--- src/rtl/pe_feeder.sv ---
// Write side of the PE input FIFO: range-checks both windows, then streams
// fmap/kernel word pairs through a 2-entry skid buffer into the FIFO.
module pe_feeder #(
    parameter int ADDR_W = 16,
    parameter int LEN_W  = 16
) (
    input  logic              clk,
    input  logic              rst_n,
    input  logic              start,
    input  logic [LEN_W-1:0]  len,
    input  logic [ADDR_W-1:0] fmap_base,
    input  logic [ADDR_W-1:0] fmap_limit,
    input  logic [ADDR_W-1:0] kernel_base,
    input  logic [ADDR_W-1:0] kernel_limit,
    output logic              fmap_ren,
    output logic [ADDR_W-1:0] fmap_addr,
    input  logic [31:0]       fmap_rdata,
    output logic              kernel_ren,
    output logic [ADDR_W-1:0] kernel_addr,
    input  logic [31:0]       kernel_rdata,
    input  logic              fifo_full,
    output logic              fifo_wen,
    output logic [63:0]       fifo_wd,
    output logic              busy,
    output logic              done,
    output logic              fmap_2addr_error,
    output logic              kernel_2addr_error
);

    localparam int EW = ADDR_W + LEN_W + 1;

    typedef enum logic [1:0] {IDLE, CHECK, RUN, DRAIN} state_t;

    state_t             state;
    logic [LEN_W-1:0]   len_q;
    logic [LEN_W-1:0]   left;
    logic               inflight;
    logic [1:0][63:0]   skid;
    logic               wp;
    logic               rp;
    logic [1:0]         cnt;

    logic [EW-1:0]      f_end;
    logic [EW-1:0]      k_end;
    logic               f_err;
    logic               k_err;
    logic               len_zero;
    logic               in_check;
    logic [2:0]         occ;
    logic               room;

    // The address regs still hold the bases during CHECK
    assign f_end    = EW'(fmap_addr) + EW'(len_q) - EW'(1);
    assign k_end    = EW'(kernel_addr) + EW'(len_q) - EW'(1);
    assign f_err    = f_end > EW'(fmap_limit);
    assign k_err    = k_end > EW'(kernel_limit);
    assign len_zero = (len_q == '0);
    assign in_check = (state == CHECK);

    assign fmap_2addr_error   = in_check & ~len_zero & f_err;
    assign kernel_2addr_error = in_check & ~len_zero & k_err;

    assign fifo_wen = (cnt != 2'd0) & ~fifo_full;
    assign fifo_wd  = skid[rp];

    // Issue only if the slot freed by this cycle's write keeps occ <= 2
    assign occ        = {1'b0, cnt} + {2'b0, inflight};
    assign room       = (occ - {2'b0, fifo_wen}) < 3'd2;
    assign fmap_ren   = (state == RUN) & (left != '0) & room;
    assign kernel_ren = fmap_ren;

    assign busy = (state != IDLE);
    assign done = (in_check & len_zero)
                | ((state == DRAIN) & (cnt == 2'd0) & ~inflight);

    always_ff @(posedge clk or negedge rst_n) begin
        if (!rst_n) begin
            state       <= IDLE;
            len_q       <= '0;
            left        <= '0;
            fmap_addr   <= '0;
            kernel_addr <= '0;
            inflight    <= 1'b0;
            skid        <= '0;
            wp          <= 1'b0;
            rp          <= 1'b0;
            cnt         <= 2'd0;
        end else begin
            inflight <= fmap_ren;
            if (inflight) begin
                skid[wp] <= {kernel_rdata, fmap_rdata};
                wp       <= ~wp;
            end
            if (fifo_wen)
                rp <= ~rp;
            cnt <= cnt + {1'b0, inflight} - {1'b0, fifo_wen};
            if (fmap_ren) begin
                fmap_addr   <= fmap_addr + ADDR_W'(1);
                kernel_addr <= kernel_addr + ADDR_W'(1);
                left        <= left - LEN_W'(1);
            end
            unique case (state)
                IDLE: begin
                    if (start) begin
                        len_q       <= len;
                        left        <= len;
                        fmap_addr   <= fmap_base;
                        kernel_addr <= kernel_base;
                        state       <= CHECK;
                    end
                end
                CHECK: begin
                    if (len_zero || f_err || k_err)
                        state <= IDLE;
                    else
                        state <= RUN;
                end
                RUN: begin
                    if (fmap_ren && left == LEN_W'(1))
                        state <= DRAIN;
                end
                DRAIN: begin
                    if (done)
                        state <= IDLE;
                end
                default: state <= IDLE;
            endcase
        end
    end

endmodule

--- config.mk ---
export PLATFORM = sky130hd
export DESIGN_NAME = pe_feeder
export DESIGN_NICKNAME = d
export VERILOG_FILES = /design/src/rtl/pe_feeder.sv
export SDC_FILE = /design/constraint.sdc
export NUM_CORES = 1
export LEC_CHECK = 0
export CORE_ASPECT_RATIO = 0.5
export CORE_MARGIN = 1.5
export CORE_UTILIZATION = 40
export CTS_CLUSTER_DIAMETER = 30
export DETAILED_ROUTE_END_ITERATION = 16
export PLACE_DENSITY_LB_ADDON = 0.2
export SETUP_SLACK_MARGIN = 0.02
export SKIP_CTS_REPAIR_TIMING = 1
export SLEW_MARGIN = 5
export SYNTH_ARGS = -nofsm -noshare
export SYNTH_HDL_FRONTEND = slang
export SYNTH_SLANG_ARGS = --single-unit
--- constraint.sdc ---
create_clock -name clk -period 4.84 [get_ports clk]
set_clock_uncertainty 0.05 [all_clocks]
set_input_delay 0.726 -clock clk [delete_from_list [all_inputs] [get_ports clk]]
set_output_delay 0.726 -clock clk [all_outputs]
set_load 0.01 [all_outputs]
# Yosys cells after proc, flatten, opt, wreduce, memory -nomap -nowiden
# Cells that the tools add are included.
# totals
inputBits,148
ramBits,0
latch_bits,0
output_inout_bits,103
elab_cells,81
romBits,0
register_bits,199
mem_count,0
# op_classes
order_cmp,6
mul,0
muxes,19
n_shift,0
addsub,11
n_bitwise,15
n_eq_ne,7
n_reduce_logical,12
div_mod_pow,0
# ops
op,count
64-bit two-way mux,3
16-bit two-way mux,9
128-bit bitwise mux,1
33-bit by 16-bit > comparator with 1-bit output,2
64-bit demux with 1-bit select,1
"17-bit by 1-bit subtractor with 18-bit output, second input constant",2
16-bit by 16-bit adder with 17-bit output,2
"16-bit by 1-bit adder with 16-bit output, second input constant",2
"16-bit by 1-bit == test with 1-bit output, second input constant",1
16-bit zero test,1
16-bit nonzero test,1
"16-bit by 1-bit subtractor with 16-bit output, second input constant",1
1-bit AND,9
2-bit two-way mux,4
2-bit one-hot mux with 4 select lines,1
1-bit NOT,5
"2-bit == test, second input constant",2
2-bit zero test,2
"1-bit by 2-bit < comparator with 1-bit output, second input constant",2
"2-bit inequality test, second input constant",2
2-bit nonzero test,2
2-bit by 1-bit adder with 3-bit output,1
"3-bit by 2-bit < comparator with 1-bit output, second input constant",1
3-bit AND reduction,1
other kinds (10),12

# Depth between registers and ports, before layout
# logic_depth
ltp_word,8
ltp_mapped,21
ltp_nobuf,21

# Worst setup path before layout
# Ideal clock, no wire load.
# synth_path
kind,flip-flop to output port
start,reg kernel_addr[1]
end,out kernel_2addr_error
setup_slack_ns,0.493
arrival_ns,3.571
t_required_ns,4.064
path_buffers,0
path_stages_with_launch,19
cell_sequence,dfrtp_1 -> inv_1 -> ha_1 -> inv_1 -> ha_1 -> fa_1 -> a211oi_1 -> nor2_1 -> o21a_1 -> nor2_1 -> o21ai_0 -> xor2_1 -> ha_1 -> nand2_1 -> nor3_1 -> a221o_1 -> a211oi_1 -> o21ai_0 -> o21ba_2
# synth_between
elab_chain_cells,4
# synth_rtl
element,line,rtl
start: declaration,19,"output logic [ADDR_W-1:0] kernel_addr,"
start signal: assignment,99,kernel_addr <= kernel_addr + ADDR_W'(1);
start signal: assignment,108,kernel_addr <= kernel_base;
16-bit by 16-bit adder with 17-bit output,54,assign k_end = EW'(kernel_addr) + EW'(len_q) - EW'(1);
17-bit by 1-bit subtractor with 18-bit output,54,
33-bit by 16-bit > comparator with 1-bit output,56,assign k_err = k_end > EW'(kernel_limit);
1-bit AND,61,assign kernel_2addr_error = in_check & ~len_zero & k_err;
end: declaration,27,output logic kernel_2addr_error
# No other way between the ends.

# Worst setup path in the final report
# Ends and elaborated chain as after synthesis.

==> out/metrics.csv <==
metric,value,unit
violations,setup timing,
clock_latency,0.43,ns
core,29100,um2
worstSetupPathType,flop to output pin,
gp_congestion,0.912,
syn_avg_cell_area,10.4,um2
clkSinkCount,199,
synth_top_family_by_area,multiplexers,
drt_iter0_markers,348,
max_freq,204,MHz
start_util,40.9,%
die_h,125,um
reg2reg_from,len_q[1],
synth_edf_count,0,
cp-end-kind,output pin,
crit_slowest_cell,dfrtp_1,
worst_pin_slew,1.03,ns
crit_family,compound AO/OA/AOI/OAI gates,
cts_buffers,17,
hold_violations,0,
drv_slew,0,
wl_per_cell,17.0,um
dpl.hpwl,23.8,mm
setup_viol,2,
die_w,247,um
path_buf_inv,3,
dieArea,30900,um2
crit_chain,inv_1 > ha_1 > inv_1 > ha_1 > fa_2 > a211oi_2 > nor2_2 > o31ai_2 > a21oi_2 > xnor2_1 > ha_1 > nand4_1 > nor3_2 > a221o_1 > a211oi_2 > o21ai_2 > o21ba_2 > dlymetal6s2s_1,
cts_tree,built,
muxShareOfSynthArea,18.2,%
port_buffers,250,
crit_top_cell,ha_1,
drc,0,
slew_headroom,31.2,%
avgViaCountPerCell,5.05,
cts_max_level,4,
ys_ff_latch,199,
final_cell_mix,"clkdlybuf4s50_1 (247), dfrtp_1 (198), mux2_2 (193)",
antenna_left,0,
min_period,4.91,ns
first_pass_iters,6,
drive_gt1_share,22.4,%
final_common_cell,clkdlybuf4s50_1,
vias,9278,
hold_class,input port to asynchronous set/reset pin,
grt_pass1_vias,9833,
wirelength,31.3,mm
synth_fa_ha_area_share,11.0,%
ys_seq_area_share,41.8,%
synthDistinctLibCells,56,
final_nets,1685,
num_io_pins,251,
status,"complete, but fails checks",
utilization,54.9,%
clock_tree.buffer_depth,2,
syn_area,11900,um2
rows,44,
synth-xor-area-share,5.00,%
whs,0.410,ns
ys.flop_type,dfrtp_1,
grt_max_degree,127,
grt-ovfl-total,0,
ys_warn_count,0,
arrival,4.14,ns
syn_to_final_growth,34.1,%
crit_required,4.06,ns
fin_crit_sh,102,%
synth_compound_area_share,8.89,%
cts-root-buf,clkbuf_16,
netlist_instances,1147,
cap_violations,0,
critical_path_peak_fanout,3,
slowest_delay,0.36,ns
synth_nets,1398,
clkTransAtPathRegs,0.07,ns
antenna_found_initial,1,
grt_usage,20.5,%
finalInstanceArea,16000,um2
synth_simple_gate_area_share,8.87,%
async_reset_ff_share,100,%
worstSetupStartpoint,kernel_addr[1],
cp-start-kind,flop,
place_area,15200,um2
rsz0062_at_grt,yes,
grt_pass1_wl,50.3,mm
fin_ws,-0.0740,ns
fillers,2527,
==> cell families (layout without fill, tap and decap cells) <==
kind of cell,after synthesis,count (layout)
flip-flops,199,199
buffers and inverters,191,491
other,0,1
adder cells (fa/ha/maj),103,103
AND/OR/NAND/NOR,213,213
AO/OA/AOI/OAI,180,180
XOR/XNOR,68,68
multiplexers,193,193
==> sequential cells by signal (all words and copies together), names as in the netlist, named ones only <==
name,cells
skid,128
fmap_addr,16
kernel_addr,16
left,16
len_q,16
cnt,2
inflight,1
rp,1
state,1
wp,1
==> layer usage <==
layer	wire [um]	GRT usage [%]
met4	768	6.81
met1	14000	26.1
met3	1070	3.39
met5	0	0
met2	15500	35.3
==> path summary, 6_finish.rpt <==
check	slack (ns)	to	cells after the start
worst max-delay path	-0.07	kernel_2addr_error	18
worst min-delay path	0.41	skid[56]	1
worst max register to register	0.49	flop	23
worst min register to register	0.45	skid[13]	1
max in group asynchronous	3.33	skid[125]	2
min in group clk	0.45	skid[13]	1
==> metrics by stage <==
stage | worst slack [ns] | std cells | setup TNS [ns]
6_report | -0.0740 | 1839 | -0.125
2_1_floorplan | 0.493 | 1147 | 0
5_1_grt | -0.340 | 1839 | -0.624
3_3_place_gp | -0.151 | 1803 | -0.151
4_1_cts | -0.721 | 1835 | -1.38
3_5_place_dp | -0.226 | 1803 | -0.368
==> cells in the mapped netlist, types with 7 or more instances <==
library cell  instances  area share [%]
nand2_1              81             2.6
xor2_1               15             1.1
and3_1                7            0.37
dfrtp_1             199              42
mux2_2              193              18
ha_1                100              11
a21o_1               13            0.82
nor4_1                8            0.42
a21oi_1              36             1.5
nor2_1               36             1.1
o21ai_0              81             3.4
nand3_1              12            0.50
inv_1               155             4.9
nor3_1               22            0.92
xnor2_1              53             3.9
nand4_1              15            0.79
o21ai_1              11            0.46
clkbuf_1             29            0.91
==> cell type report <==
class | instances | area, um2 | area share (%)
multi-input combinational | 757 | 6330 | 39.6
sequential | 199 | 4980 | 31.2
timing repair buffer | 304 | 2940 | 18.4
inverter | 155 | 584 | 3.66
tap | 391 | 489 | 3.06
clock buffer | 20 | 467 | 2.92
clock inverter | 12 | 188 | 1.17
antenna | 1 | 2.50 | 0.0157
Power is not shown: default switching activity piles up to over one toggle a cycle in this logic, so the estimate is an artifact.
==> RTL edit: new RTL, config.mk and constraints unchanged <==
Re-encode `state_t` (4 states) as one-hot, 4 bits wide.
--- a/src/rtl/pe_feeder.sv
+++ b/src/rtl/pe_feeder.sv
@@ -29,7 +29,7 @@
 
     localparam int EW = ADDR_W + LEN_W + 1;
 
-    typedef enum logic [1:0] {IDLE, CHECK, RUN, DRAIN} state_t;
+    typedef enum logic [3:0] {IDLE = 4'b0001, CHECK = 4'b0010, RUN = 4'b0100, DRAIN = 4'b1000} state_t;
 
     state_t             state;
     logic [LEN_W-1:0]   len_q;
Formal check against the unedited RTL: same outputs for any inputs over 4 cycles, from zero or initial values and one cycle with rst_n low; so few cycles prove little.
==> RTL edit against the original RTL <==
  * The flow still finishes with violations (setup timing)
  * Final area up 7.6%
  * Via count up 6.5%
  * Sequential cell count up 2
  * Die area up 1.4%
  * Worst hold slack worse by 0.12 ns
  * Core utilization up 3.7 points
  * Wire length up 9.2%
  * Area after synthesis up 1.4%
  * Setup slack worse by 0.040 ns
==> RTL edit: results <==
set metrics [dict create \
    via_per_inst 5.150 \
    grt_pass1_vias 10230 \
    fin_tns_setup_ns -0.2131 \
    cpPeakStageDelay_ns 0.38 \
    clk_latency_ns 0.52 \
    drive_gt1_share_pct 27.33 \
    grt_pass1_wl_mm 54.15 \
    status "complete, but fails checks" \
    synth.area.mux_share_pct 17.90 \
    synth_nets 1409 \
    drt-met1-wl_mm 15.00 \
    clk_pin_slew_worst_paths_ns 0.05 \
    num_vias 9883 \
    wl_per_cell_um 17.84 \
    drt_iter0_drc 389 \
    h-tree-depth 2 \
    synthTopCellsByArea "dfrtp_1, mux2_2, ha_1, inv_1, xnor2_1" \
    synth_xor_area_share_pct 4.567 \
    synthAdderAreaFrac_pct 10.85 \
    cts_buffers 38 \
    place_area_mm2 0.01549 \
    setup_viol 2 \
    place.gp.congestion 0.9222 \
    setup_ws_ns -0.1140 \
    groute.usage.overall_pct 21.44 \
    arrival_ns 4.18 \
    wl_met2_mm 16.83 \
    nets 1748 \
    grt_max_degree 114 \
    violations "setup timing" \
    synth_seq_area_share_pct 41.64 \
    antenna_found_initial 2 \
    synth_common_cells "dfrtp_1, mux2_2, inv_1" \
    placed_cells 1833 \
]
==> RTL edit: cell count changes in the layout (fill, tap and decap cells not counted), moves of 17 or more <==
| cell | change |
|---|---|
| nor4_1 | +17 |
| nand3_1 | +20 |
| clkbuf_16 | +24 |
| buf_4 | +32 |
| o21ai_0 | -42 |
| nand2_1 | -19 |
| o21ai_1 | +19 |
==> RTL edit: final timing paths <==
kind	start	to	slack (ns)	cells past startpoint
min in group clk	skid[108]$_DFFE_PN0P_	skid[108]$_DFFE_PN0P_	0.45	1
worst min-delay path	rst_n	skid[56]$_DFFE_PN0P_	0.29	1
worst max-delay path	len_q[1]$_DFFE_PN0P_	kernel_2addr_error	-0.11	21
worst min register to register	skid[108]$_DFFE_PN0P_	skid[108]$_DFFE_PN0P_	0.45	1
max in group asynchronous	rst_n	fmap_addr[4]$_DFF_PN0_	3.40	2
worst max register to register	len_q[1]$_DFFE_PN0P_	state[2]$_DFFE_PN0P_	0.75	22
==> RTL edit: final cells by class <==
cell class                 count  area, um^2
timing repair buffer         336        3177
tap                          391       489.2
clock inverter                25       221.5
fill                        2469       12150
clock buffer                  44        1057
multi-input combinational    757        6593
sequential                   201        5034
inverter                     163       616.8
antenna                        2       5.005
==> RTL edit: where the power goes <==
| group | internal [W] | total (W) | switching, W |
|---|---|---|---|
| logic | 0.00517 | 0.0103 | 0.00510 |
| clock network | 0.00165 | 0.00259 | 0.000942 |
| registers | 0.00224 | 0.00268 | 0.000435 |
==> RTL edit: metal layers <==
metal | track usage (%) | vias to the layer above
met5 | 0 | -
met4 | 7.831 | 0
met3 | 3.411 | 59
met2 | 36.53 | 190
met1 | 27.70 | 4907
li1 | - | 4727
